--- src/rtl/load_store_unit.sv ---
// ---------------------------------------------------------------------------
// load_store_unit
//
// Memory-stage load/store responder. Turns one load or store from the
// decoder into a single word-aligned req/gnt + rvalid data-bus transaction.
// The pipeline is held until that transaction completes. Load data is
// returned lane-selected and sign- or zero-extended.
//
// Optional feature macro: MISALIGN_TRAP_EN
//   defined   : misaligned H/W accesses skip the bus and pulse misalign_o.
//   undefined : the low address bits are ignored per access size, and the
//               access is performed normally (misalign_o is held at 0).
//
// Ports
//   clk_i, rst_n_i          clock, asynchronous active-low reset
//   ctrl_mem_re_i/we_i      load / store request (a store wins if both are set)
//   funct3_i                RV32I size/sign (B, H, W, BU, HU)
//   addr_i, wdata_i         byte address, store data
//   lsu_stall_o             hold the pipeline
//   rdata_o, rdata_valid_o  extended load data, one-cycle completion pulse
//   misalign_o              one-cycle misaligned-access pulse
//   bus_*                   data-bus request/response channel
// ---------------------------------------------------------------------------
// state | meaning
// IDLE  | no access in flight; accepts re/we
// REQ   | bus_req_o high, waiting for bus_gnt_i
// WAIT  | granted, waiting for bus_rvalid_i
// DONE  | completion pulse; the pipeline advances
// ---------------------------------------------------------------------------
module load_store_unit (
  input  logic        clk_i,
  input  logic        rst_n_i,
  input  logic        ctrl_mem_re_i,
  input  logic        ctrl_mem_we_i,
  input  logic [2:0]  funct3_i,
  input  logic [31:0] addr_i,
  input  logic [31:0] wdata_i,
  output logic        lsu_stall_o,
  output logic [31:0] rdata_o,
  output logic        rdata_valid_o,
  output logic        misalign_o,
  output logic        bus_req_o,
  output logic        bus_we_o,
  output logic [31:0] bus_addr_o,
  output logic [3:0]  bus_be_o,
  output logic [31:0] bus_wdata_o,
  input  logic        bus_gnt_i,
  input  logic        bus_rvalid_i,
  input  logic [31:0] bus_rdata_i
);

  typedef enum logic [1:0] {S_IDLE, S_REQ, S_WAIT, S_DONE} state_t;

  localparam logic [1:0] SZ_B = 2'd0;
  localparam logic [1:0] SZ_H = 2'd1;
  localparam logic [1:0] SZ_W = 2'd2;

  state_t      state;
  logic [1:0]  size_q;
  logic        unsigned_q;
  logic [1:0]  off_q;

  logic [1:0]  req_size;
  logic [3:0]  req_be;
  logic [31:0] req_wdata;
  logic [7:0]  ld_byte;
  logic [15:0] ld_half;
  logic [31:0] ld_data;

  // Request formatting. funct3[1:0]==11 is treated as a word access.
  always_comb begin
    req_size  = SZ_W;
    req_be    = 4'b1111;
    req_wdata = wdata_i;
    case (funct3_i[1:0])
      2'b00: begin
        req_size  = SZ_B;
        req_be    = 4'b0001 << addr_i[1:0];
        req_wdata = {4{wdata_i[7:0]}};
      end
      2'b01: begin
        req_size  = SZ_H;
        req_be    = 4'b0011 << {addr_i[1], 1'b0};
        req_wdata = {2{wdata_i[15:0]}};
      end
      default: begin
        req_size  = SZ_W;
        req_be    = 4'b1111;
        req_wdata = wdata_i;
      end
    endcase
  end

`ifdef MISALIGN_TRAP_EN
  logic req_misalign;
  assign req_misalign = ((req_size == SZ_H) && addr_i[0]) ||
                        ((req_size == SZ_W) && (addr_i[1:0] != 2'b00));
`endif

  // Load formatting from the latched size/sign/offset of the access.
  always_comb begin
    ld_byte = bus_rdata_i[7:0];
    case (off_q)
      2'd0:    ld_byte = bus_rdata_i[7:0];
      2'd1:    ld_byte = bus_rdata_i[15:8];
      2'd2:    ld_byte = bus_rdata_i[23:16];
      default: ld_byte = bus_rdata_i[31:24];
    endcase
    ld_half = off_q[1] ? bus_rdata_i[31:16] : bus_rdata_i[15:0];
    case (size_q)
      SZ_B:    ld_data = unsigned_q ? {24'b0, ld_byte} : {{24{ld_byte[7]}}, ld_byte};
      SZ_H:    ld_data = unsigned_q ? {16'b0, ld_half} : {{16{ld_half[15]}}, ld_half};
      default: ld_data = bus_rdata_i;
    endcase
  end

  // The stall must rise in the same cycle the request appears, so the
  // IDLE term is combinational.
  assign lsu_stall_o = ((state == S_IDLE) && (ctrl_mem_re_i || ctrl_mem_we_i)) ||
                       (state == S_REQ) || (state == S_WAIT);

  always_ff @(posedge clk_i or negedge rst_n_i) begin
    if (!rst_n_i) begin
      state         <= S_IDLE;
      size_q        <= SZ_B;
      unsigned_q    <= 1'b0;
      off_q         <= 2'b00;
      rdata_o       <= 32'h0;
      rdata_valid_o <= 1'b0;
      misalign_o    <= 1'b0;
      bus_req_o     <= 1'b0;
      bus_we_o      <= 1'b0;
      bus_addr_o    <= 32'h0;
      bus_be_o      <= 4'h0;
      bus_wdata_o   <= 32'h0;
    end else begin
      rdata_valid_o <= 1'b0;
      misalign_o    <= 1'b0;
      case (state)
        S_IDLE: begin
          if (ctrl_mem_re_i || ctrl_mem_we_i) begin
            bus_we_o    <= ctrl_mem_we_i;
            bus_addr_o  <= {addr_i[31:2], 2'b00};
            bus_be_o    <= req_be;
            bus_wdata_o <= req_wdata;
            size_q      <= req_size;
            unsigned_q  <= funct3_i[2];
            off_q       <= addr_i[1:0];
`ifdef MISALIGN_TRAP_EN
            if (req_misalign) begin
              state         <= S_DONE;
              rdata_valid_o <= 1'b1;
              misalign_o    <= 1'b1;
              rdata_o       <= 32'h0;
            end else begin
              state     <= S_REQ;
              bus_req_o <= 1'b1;
            end
`else
            state     <= S_REQ;
            bus_req_o <= 1'b1;
`endif
          end
        end
        S_REQ: begin
          // rvalid is deliberately ignored here; only gnt moves us on.
          if (bus_gnt_i) begin
            bus_req_o <= 1'b0;
            state     <= S_WAIT;
          end
        end
        S_WAIT: begin
          if (bus_rvalid_i) begin
            state         <= S_DONE;
            rdata_valid_o <= 1'b1;
            if (!bus_we_o) rdata_o <= ld_data;
          end
        end
        default: begin
          state <= S_IDLE;
        end
      endcase
    end
  end

endmodule

--- config.mk ---
export PLATFORM = sky130hd
export DESIGN_NAME = load_store_unit
export DESIGN_NICKNAME = d
export VERILOG_FILES = /design/src/rtl/load_store_unit.sv
export SDC_FILE = /design/constraint.sdc
export NUM_CORES = 1
export LEC_CHECK = 0
export ABC_CLOCK_PERIOD_IN_PS = 4600
export BUFFER_PORTS_ARGS = -buffer_cell sky130_fd_sc_hd__buf_2
export CAP_MARGIN = 25
export CORE_ASPECT_RATIO = 1.5
export CORE_UTILIZATION = 52
export DETAILED_ROUTE_END_ITERATION = 7
export PLACE_DENSITY = 0.92
export SLEW_MARGIN = 10
export SYNTH_ARGS = -nofsm -noshare
export SYNTH_HDL_FRONTEND = slang
export SYNTH_SLANG_ARGS = --single-unit
export TNS_END_PERCENT = 100
--- constraint.sdc ---
create_clock -name clk_i -period 4.6 [get_ports clk_i]
set_input_delay 0.92 -clock clk_i [delete_from_list [all_inputs] [get_ports clk_i]]
set_output_delay 0.92 -clock clk_i [all_outputs]
set_load 0.1 [all_outputs]
==> run metrics, run 1 <==
dpl cell area=0.00602 mm2; crit-path max FO=5; period utilization=56.3%; Hold-fix buffers, CTS=0; Worst slew margin=34.8%; Worst-Skew Late Latency=340 ps; Synth Area in Compound Gates=16.0%; Met3 Wirelength=957 um; CTS sink count=108; Post-synth EDFFs=0; RePlAce Congestion=0.822; status=complete, no violations; dpl hpwl=9250 um; vias in the first global route=4,242; ys async rst share=100%; maxcap violations=0; Hold WC Path Type=register to register; fmax=386 MHz; Synth Instances=466; core area=0.00925 mm2; xor/xnor share of the synthesized area=0%; CTS root buf=clkbuf_16; fin util=68.6%; Seq/Total Area, Yosys=54.3%; routed vias/inst=5.66; postcts setup bufs=0; post-route cell area=0.00635 mm2; worst setup path class=register to primary output; total negative slack=0 ps; WL/cell=16.5 um; Clock Skew=7.03 ps; TritonCTS clock tree=done; die span in x=81.9 um; CP bufs+invs=2; CTS resizes=0; final slew viol count=0; Worst Setup Start Kind=register; Syn Std Cell Area=0.00498 mm2; Worst-path clk slew=60 ps; yosys synthesis warning count=0; io pins=210; P&R area growth vs syn=27.5%; CP Capture Type=primary output; Mean Syn Cell Area=10.7 um2; min-delay src=bus_wdata_o[15]$_DFFE_PN0P_; Reg-to-Reg Start=size_q[1]$_DFFE_PN0P_; RSZ-0062 raised after global routing=no; CP Launch Point=state[0]$_DFFE_PN0P_; nets@finish=762; layout cells sized above 1=41.3%; Final setup violation count=0; Detail Route met2 WL=6770 um; die span in y=122 um; largest net degree at the start of global routing=103; final wirelength=12,700 um; cells along the critical path=inv_1 > ha_1 > o21ai_4 > nand2_1 > buf_2; register bit total from synthesis=108; Longest Clk Path Bufs=2; mux cell area share after synthesis=14.9%; global-route wire length before repair=19,100 um; Cell Rows=43; htree depth=3; post-synthesis simple-gate area fraction=9.87%; Port Buf Inserts=206; Post-Synth Adder-Cell Area=0.754%; library cells used by synthesis=36; CP max-delay cell=buf_2; Initial DRC Count=185; Antenna Cells=0; Final Hold Fails=0; Critical Path RT=3680 ps; first drt pass iteration count=5; Top FF cell, synth=dfrtp_1; measured slew at the worst slew-check pin=978 ps; fin worst setup slack=2010 ps; GR Util All Layers=25.3%; initial antenna violation count=0; Crit path arrival time=1670 ps; top sig layer=met4; fin crit period=2590 ps; Initial Utilization=53.8%; vias=4,356; Detail Route Antenna Nets=0; drt drc=0; largest family of logic cells by synthesized area=compound AO/OA/AOI/OAI gates; detailed-route wire length on metal 1=4530 um; grt ovf=0; CTS Buf Count=9; Top delay family on crit path=buffers and inverters; critical path's largest stage delay=410 ps; post-place setup slack=2010 ps; Die ar.=0.00998 mm2
final cells by class:
class	count	area (um2)
Tap cell	112	140
Clock inverter	5	77.6
Sequential cell	108	2700
Fill cell	728	2910
Inverter	7	26.3
Clock buffer	10	229
Multi-Input combinational cell	317	2090
Timing Repair Buffer	211	1080
through the flow:
| stage | hold WS (ps) | std cells |
|---|---|---|
| 6_report | 476 | 770 |
| 2_1_floorplan | 494 | 468 |
| 5_1_grt | 507 | 770 |
| 3_5_place_dp | 465 | 753 |
| 4_1_cts | 479 | 768 |
| 3_3_place_gp | 455 | 753 |
synthesized netlist by cell type, types with 2 or more instances:
cell / n / area, um2
a21o_1: 7 / 52.6
a221oi_1: 10 / 87.6
inv_1: 7 / 26.3
ha_1: 3 / 37.5
a21oi_1: 53 / 265
nand2b_1: 4 / 25.0
a311oi_1: 6 / 52.6
nor2b_1: 10 / 62.6
o41ai_1: 6 / 52.6
mux2i_1: 26 / 260
buf_4: 5 / 37.5
buf_1: 5 / 18.8
buf_2: 12 / 60.1
nor2_1: 43 / 161
a22o_1: 2 / 17.5
and2_1: 2 / 12.5
clkbuf_1: 12 / 45.0
and2b_1: 2 / 15.0
nand2_1: 46 / 173
a211oi_1: 6 / 45.0
a31oi_1: 2 / 12.5
dfrtp_1: 108 / 2700
o21ai_0: 36 / 180
mux2_2: 41 / 462
worst paths after layout:
kind                                          endpoint  slack [ps]  cells past startpoint
max reg2reg                    rdata_o[11]$_DFFE_PN0P_        2320                      5
max                                        lsu_stall_o        2010                      5
min reg2reg                bus_wdata_o[15]$_DFFE_PN0P_         480                      2
min                        bus_wdata_o[15]$_DFFE_PN0P_         480                      2
min in group asynchronous      rdata_o[27]$_DFFE_PN0P_         710                      1
max in group asynchronous   bus_addr_o[19]$_DFFE_PN0P_        2860                      2
cell usage in the layout (no fill, tap or decap), types with 3 or more instances in the layout:
master     instances
nand2b_1           4
nor2_1            43
buf_2            205
a311oi_1           6
ha_1               3
o41ai_1            6
clkbuf_16          9
inv_1              7
a21oi_1           53
mux2_2            41
mux2i_1           26
buf_4              5
dfrtp_1          108
a221oi_1          10
a21o_1             7
conb_1             3
a211oi_1           6
o21ai_0           35
nor2b_1            9
nand2_1           46
state kept, by name, summed over array words and instances (netlist names), 2 cells and up:
signal       flops
bus_addr_o      30
bus_be_o         4
bus_wdata_o     32
off_q            2
rdata_o         32
size_q           2
state            2
kinds of logic after synthesis:
family,after synthesis
AOI/OAI and AO/OA,131
adders and majority gates,3
buffers and inverters,43
DFF,108
muxes,68
other,1
and+or+nand+nor,112
layer usage:
layer | vias up | GRT usage [%]
li1 | 2023 | -
met4 | 0 | 12.3
met1 | 2081 | 27.5
met2 | 214 | 45.1
met5 | - | 0
met3 | 38 | 5.39
worst register-to-register path: stages (launching register included):
cell      delay (ps)
dfrtp_1          960
nor2b_1          270
buf_4            260
a21o_1           180
a221oi_1         360
a21oi_1          130
Power of run 1 is not shown: default switching activity piles up to over one toggle a cycle in this logic, so the estimate is an artifact.
==> run 2, diff against run 1 <==
- ABC_CLOCK_PERIOD_IN_PS: 4600 -> 2400
- CORE_UTILIZATION: 52 -> 48
- PLACE_DENSITY: 0.92 -> 0.86
- clock period: 4.6 -> 2.4 ns (I/O delays scaled with it)
==> run 2 against run 1 <==
Compared with the run above: hold slack got worse by 420 ps; worst setup slack worse by 1800 ps; critical path depth unchanged; routed wire length grew 4.2%; register-to-register slack got worse by 1900 ps; die area grew 8.2%.
==> run metrics, run 2 (same netlist as run 1, synthesis figures left out) <==
status=complete, no violations; global-route wire length before repair=21,100 um (+11%); nets@finish=770 (+1.0%); Worst slew margin=45.9% (+11 points); vias=4,370 (+0.32%); post-route cell area=0.00642 mm2 (+1.1%); dpl cell area=0.00611 mm2 (+1.6%); htree depth=3 (unchanged); P&R area growth vs syn=28.9%; period utilization=90.9%; Longest Clk Path Bufs=2 (unchanged); layout cells sized above 1=42.3% (+0.94 points); final wirelength=13,200 um (+4.2%); RSZ-0062 raised after global routing=no; CP max-delay cell=dfrtp_1; fin worst setup slack=218 ps (-1790 ps); Cell Rows=45 (+4.7%); final slew viol count=0 (unchanged); Critical Path RT=1920 ps (-1760 ps); Clock Skew=9.69 ps (+2.65 ps); maxcap violations=0 (unchanged); Met3 Wirelength=913 um (-4.6%); critical path's largest stage delay=410 ps (about the same); GR Util All Layers=25.0% (-0.23 points); Final setup violation count=0 (unchanged); first drt pass iteration count=4 (-1); Initial DRC Count=196 (+5.9%); cells along the critical path=inv_1 > ha_1 > o21ai_4 > nand2_1 > buf_2; top sig layer=met4; initial antenna violation count=0 (unchanged); postcts setup bufs=0 (unchanged); Final Hold Fails=0 (unchanged); TritonCTS clock tree=done; Detail Route Antenna Nets=0 (unchanged); die span in x=85.2 um (+4.0%); largest net degree at the start of global routing=61 (-41%); routed vias/inst=5.57 (-1.5%); WL/cell=16.9 um (+2.4%); post-place setup slack=459 ps (-1550 ps); Antenna Cells=0 (unchanged); measured slew at the worst slew-check pin=811 ps (-167 ps); CTS sink count=108 (unchanged); most frequent cells in the layout=buf_2, dfrtp_1, a21oi_1; Hold WC Path Type=input pin to async pin; Die ar.=0.0108 mm2 (+8.2%); Worst-path clk slew=70 ps (about the same); fin crit period=2180 ps; vias in the first global route=4,447 (+4.8%); commonest non-fill, non-tap cell in the layout=buf_2; fmax=458 MHz; crit-path max FO=5 (unchanged); Multi-input gate area=0.00209 mm2 (unchanged); Port Buf Inserts=206 (unchanged); RePlAce Congestion=0.928 (+13%); Detail Route met2 WL=7100 um (+4.8%); Worst-Skew Late Latency=350 ps (about the same); Hold-fix buffers, CTS=0 (unchanged); CTS Buf Count=9 (unchanged); Crit path arrival time=1700 ps (+30 ps); grt ovf=0 (unchanged); die span in y=127 um (+4.0%); detailed-route wire length on metal 1=4700 um (+3.7%); total negative slack=0 ps (unchanged); CTS root buf=clkbuf_16; io pins=210 (unchanged); drt drc=0 (unchanged); fill cell count=827 (+14%); CP Capture Type=primary output; register area=0.00270 mm2 (unchanged); Worst Setup Start Kind=register; CTS resizes=0 (unchanged); dpl hpwl=10,000 um (+8.4%); Top Registers=bus_wdata_o x32, rdata_o x32, bus_addr_o x30; core area=0.0101 mm2 (+8.9%); worst setup path class=register to primary output; Initial Utilization=49.4% (-4.4 points)
run 2: changes by cell type in the layout (fill, tap and decap cells not counted), sizes merged:
| cell | previous run | this run |
|---|---|---|
| bufinv | 2 | 1 |
| inv | 7 | 10 |
| clkbuf | 10 | 9 |
| buf | 211 | 219 |
run 2: path summary, 6_finish.rpt:
check | startpoint | endpoint | slack [ps] | depth (start not counted)
hold reg to reg | rdata_o[2]$_DFFE_PN0P_ | rdata_o[2]$_DFFE_PN0P_ | 480 | 2
setup / recovery | state[0]$_DFFE_PN0P_ | lsu_stall_o | 220 | 5
setup reg to reg | off_q[1]$_DFFE_PN0P_ | rdata_o[5]$_DFFE_PN0P_ | 420 | 4
min in group clk_i | funct3_i[2] | unsigned_q$_DFFE_PN0P_ | 360 | 2
hold / removal | rst_n_i | bus_addr_o[3]$_DFFE_PN0P_ | 60 | 1
max in group asynchronous | rst_n_i | bus_wdata_o[15]$_DFFE_PN0P_ | 1680 | 2
run 2: per-layer routing:
metal / vias to the layer above / global-route usage, %
li1: 2027 / -
met1: 2094 / 27.6
met2: 211 / 45.4
met3: 38 / 4.81
met4: 0 / 12.7
met5: - / 0
run 2: layout make-up:
cell class	count	area share, %
Tap cell	117	2.28
Clock buffer	9	3.51
Multi-Input combinational cell	317	32.6
Timing Repair Buffer	219	17.8
Sequential cell	108	42.1
Clock inverter	7	1.29
Inverter	7	0.409
run 2: critical path: cells and delay by family, from the launching register on:
| family | cells | cell delay, ps |
|---|---|---|
| AOI/OAI and AO/OA | 1 | 100 |
| adders and majority gates | 1 | 290 |
| buffers and inverters | 2 | 500 |
| DFF | 1 | 410 |
| and+or+nand+nor | 1 | 60 |
run 2: metrics by stage:
stage,utilization (%),hold slack [ps],std cells
after detailed placement,60.7,432,768
after CTS,63.7,58.8,784
after global placement,60.7,425,768
after global routing,63.7,81.5,784
final,63.7,59.8,784
after floorplan,-,184,468
Power of run 2 is left out for the same reason.
==> run 3, diff against run 2 <==
- ABC_CLOCK_PERIOD_IN_PS: 2400 -> 2100
- clock period: 2.4 -> 2.1 ns (I/O delays scaled with it)
==> run 3 against run 2 <==
Compared with the run above: hold slack got worse by 9.2 ps; sequential share of layout area shrank 0.34 points; critical path type unchanged; critical path depth unchanged; via count down 1.1%; highest routed layer unchanged; register-to-register slack worse by 190 ps; count of clock-buffer cells in the layout grew 2.
==> run metrics, run 3 (same netlist as run 1, synthesis figures left out) <==
status=complete, no violations; Cell Rows=45 (unchanged); CP max-delay cell=dfrtp_1; post-place setup slack=146 ps (-313 ps); Worst slew margin=65.9% (+20 points); CP Launch Point=state[0]$_DFFE_PN0P_; layout cells sized above 1=42.3% (+0.063 points); vias in the first global route=4,306 (-3.2%); maxcap violations=0 (unchanged); Clock Skew=3.75 ps (-5.94 ps); Die ar.=0.0108 mm2 (unchanged); drt drc=0 (unchanged); Detail Route Antenna Nets=0 (unchanged); Worst Setup Start Kind=register; global-route wire length before repair=20,500 um (-2.9%); CTS sink count=108 (unchanged); Initial Utilization=49.4% (unchanged); r2r setup slk=230 ps (-190 ps); Longest Clk Path Bufs=2 (unchanged); Inst Count DP=768 (unchanged); Met3 Wirelength=949 um (+3.9%); commonest non-fill, non-tap cell in the layout=buf_2; Worst-path clk slew=70 ps (about the same); grt ovf=0 (unchanged); Worst-Skew Late Latency=340 ps (about the same); Top delay family on crit path=flip-flops; worst setup path class=register to primary output; dpl hpwl=9710 um (-3.2%); htree depth=3 (unchanged); CTS root buf=clkbuf_16; die span in x=85.2 um (unchanged); RSZ-0062 raised after global routing=no; core area=0.0101 mm2 (unchanged); GR Util All Layers=24.2% (-0.88 points); most frequent cells in the layout=buf_2, dfrtp_1, a21oi_1; largest net degree at the start of global routing=103 (+69%); CTS Buf Count=9 (unchanged); TritonCTS clock tree=done; Antenna Cells=0 (unchanged); Critical Path RT=1680 ps (-240 ps); Initial DRC Count=179 (-8.7%); final wirelength=12,800 um (-3.4%); first drt pass iteration count=4 (unchanged); total negative slack=0 ps (unchanged); critical path's largest stage delay=400 ps (about the same); cells along the critical path=inv_1 > ha_1 > o21ai_4 > nand2_2 > buf_4; final slew viol count=0 (unchanged); Port Buf Inserts=206 (unchanged); fin crit period=2000 ps; CP Capture Type=primary output; Hold WC Path Type=input pin to async pin; P&R area growth vs syn=30.0%; fin worst setup slack=96.5 ps (-121 ps); detailed-route wire length on metal 1=4820 um (+2.6%); fill cell count=817 (-1.2%); fmax=499 MHz; top sig layer=met4; measured slew at the worst slew-check pin=515 ps (-296 ps); Reg-to-Reg Start=size_q[0]$_DFFE_PN0P_; Crit path arrival time=1580 ps (-120 ps); period utilization=95.4%; Top Registers=bus_wdata_o x32, rdata_o x32, bus_addr_o x30; die span in y=127 um (unchanged); nets@finish=770 (unchanged); Final setup violation count=0 (unchanged); crit-path max FO=5 (unchanged); initial antenna violation count=0 (unchanged); Hold-fix buffers, CTS=0 (unchanged); io pins=210 (unchanged); WL/cell=16.3 um (-3.3%); Non-Filler Instances=783 (-0.13%); Detail Route met2 WL=6570 um (-7.4%); RePlAce Congestion=0.899 (-3.2%); Final Hold Fails=0 (unchanged); vias=4,321 (-1.1%); CP bufs+invs=2 (unchanged); routed vias/inst=5.52 (-0.99%)
[run 3: layout make-up]
type	instances	area [um2]	share of cell area, %
flip-flops and latches	108	2700	41.7
multi-input cells	317	2100	32.4
repair buffers	219	1160	17.9
clock buffers	11	243	3.75
well taps	117	146	2.26
clock inverters	4	97.6	1.51
inverters	7	26.3	0.406
[run 3: what timing repair did]
item | CTS | global route
setup buffers | 0 | 0
resized for setup | 1 | 1
setup endpoints to repair | 1 | 1
[run 3: path summary, 6_finish.rpt]
kind,end,cells after the start
max,lsu_stall_o,5
min,bus_be_o[0]$_DFFE_PN0P_,1
max reg2reg,rdata_o[1]$_DFFE_PN0P_,4
min reg2reg,bus_wdata_o[29]$_DFFE_PN0P_,2
max in group asynchronous,bus_wdata_o[5]$_DFFE_PN0P_,2
min in group clk_i,unsigned_q$_DFFE_PN0P_,2
[run 3: layer usage]
layer  GRT usage [%]  up-vias
met5               0        -
met4            10.9        0
li1                -     2043
met2            42.6      184
met1            27.6     2061
met3            5.66       33
[run 3: stage by stage]
step	hold slack [ps]	instance area (um2)	util (%)
2_1_floorplan	124	4990	-
5_1_grt	89.6	6470	64.2
3_5_place_dp	426	6130	60.8
3_3_place_gp	423	6130	60.8
6_report	50.6	6470	64.2
4_1_cts	57.6	6470	64.2
Power of run 3 is left out for the same reason.
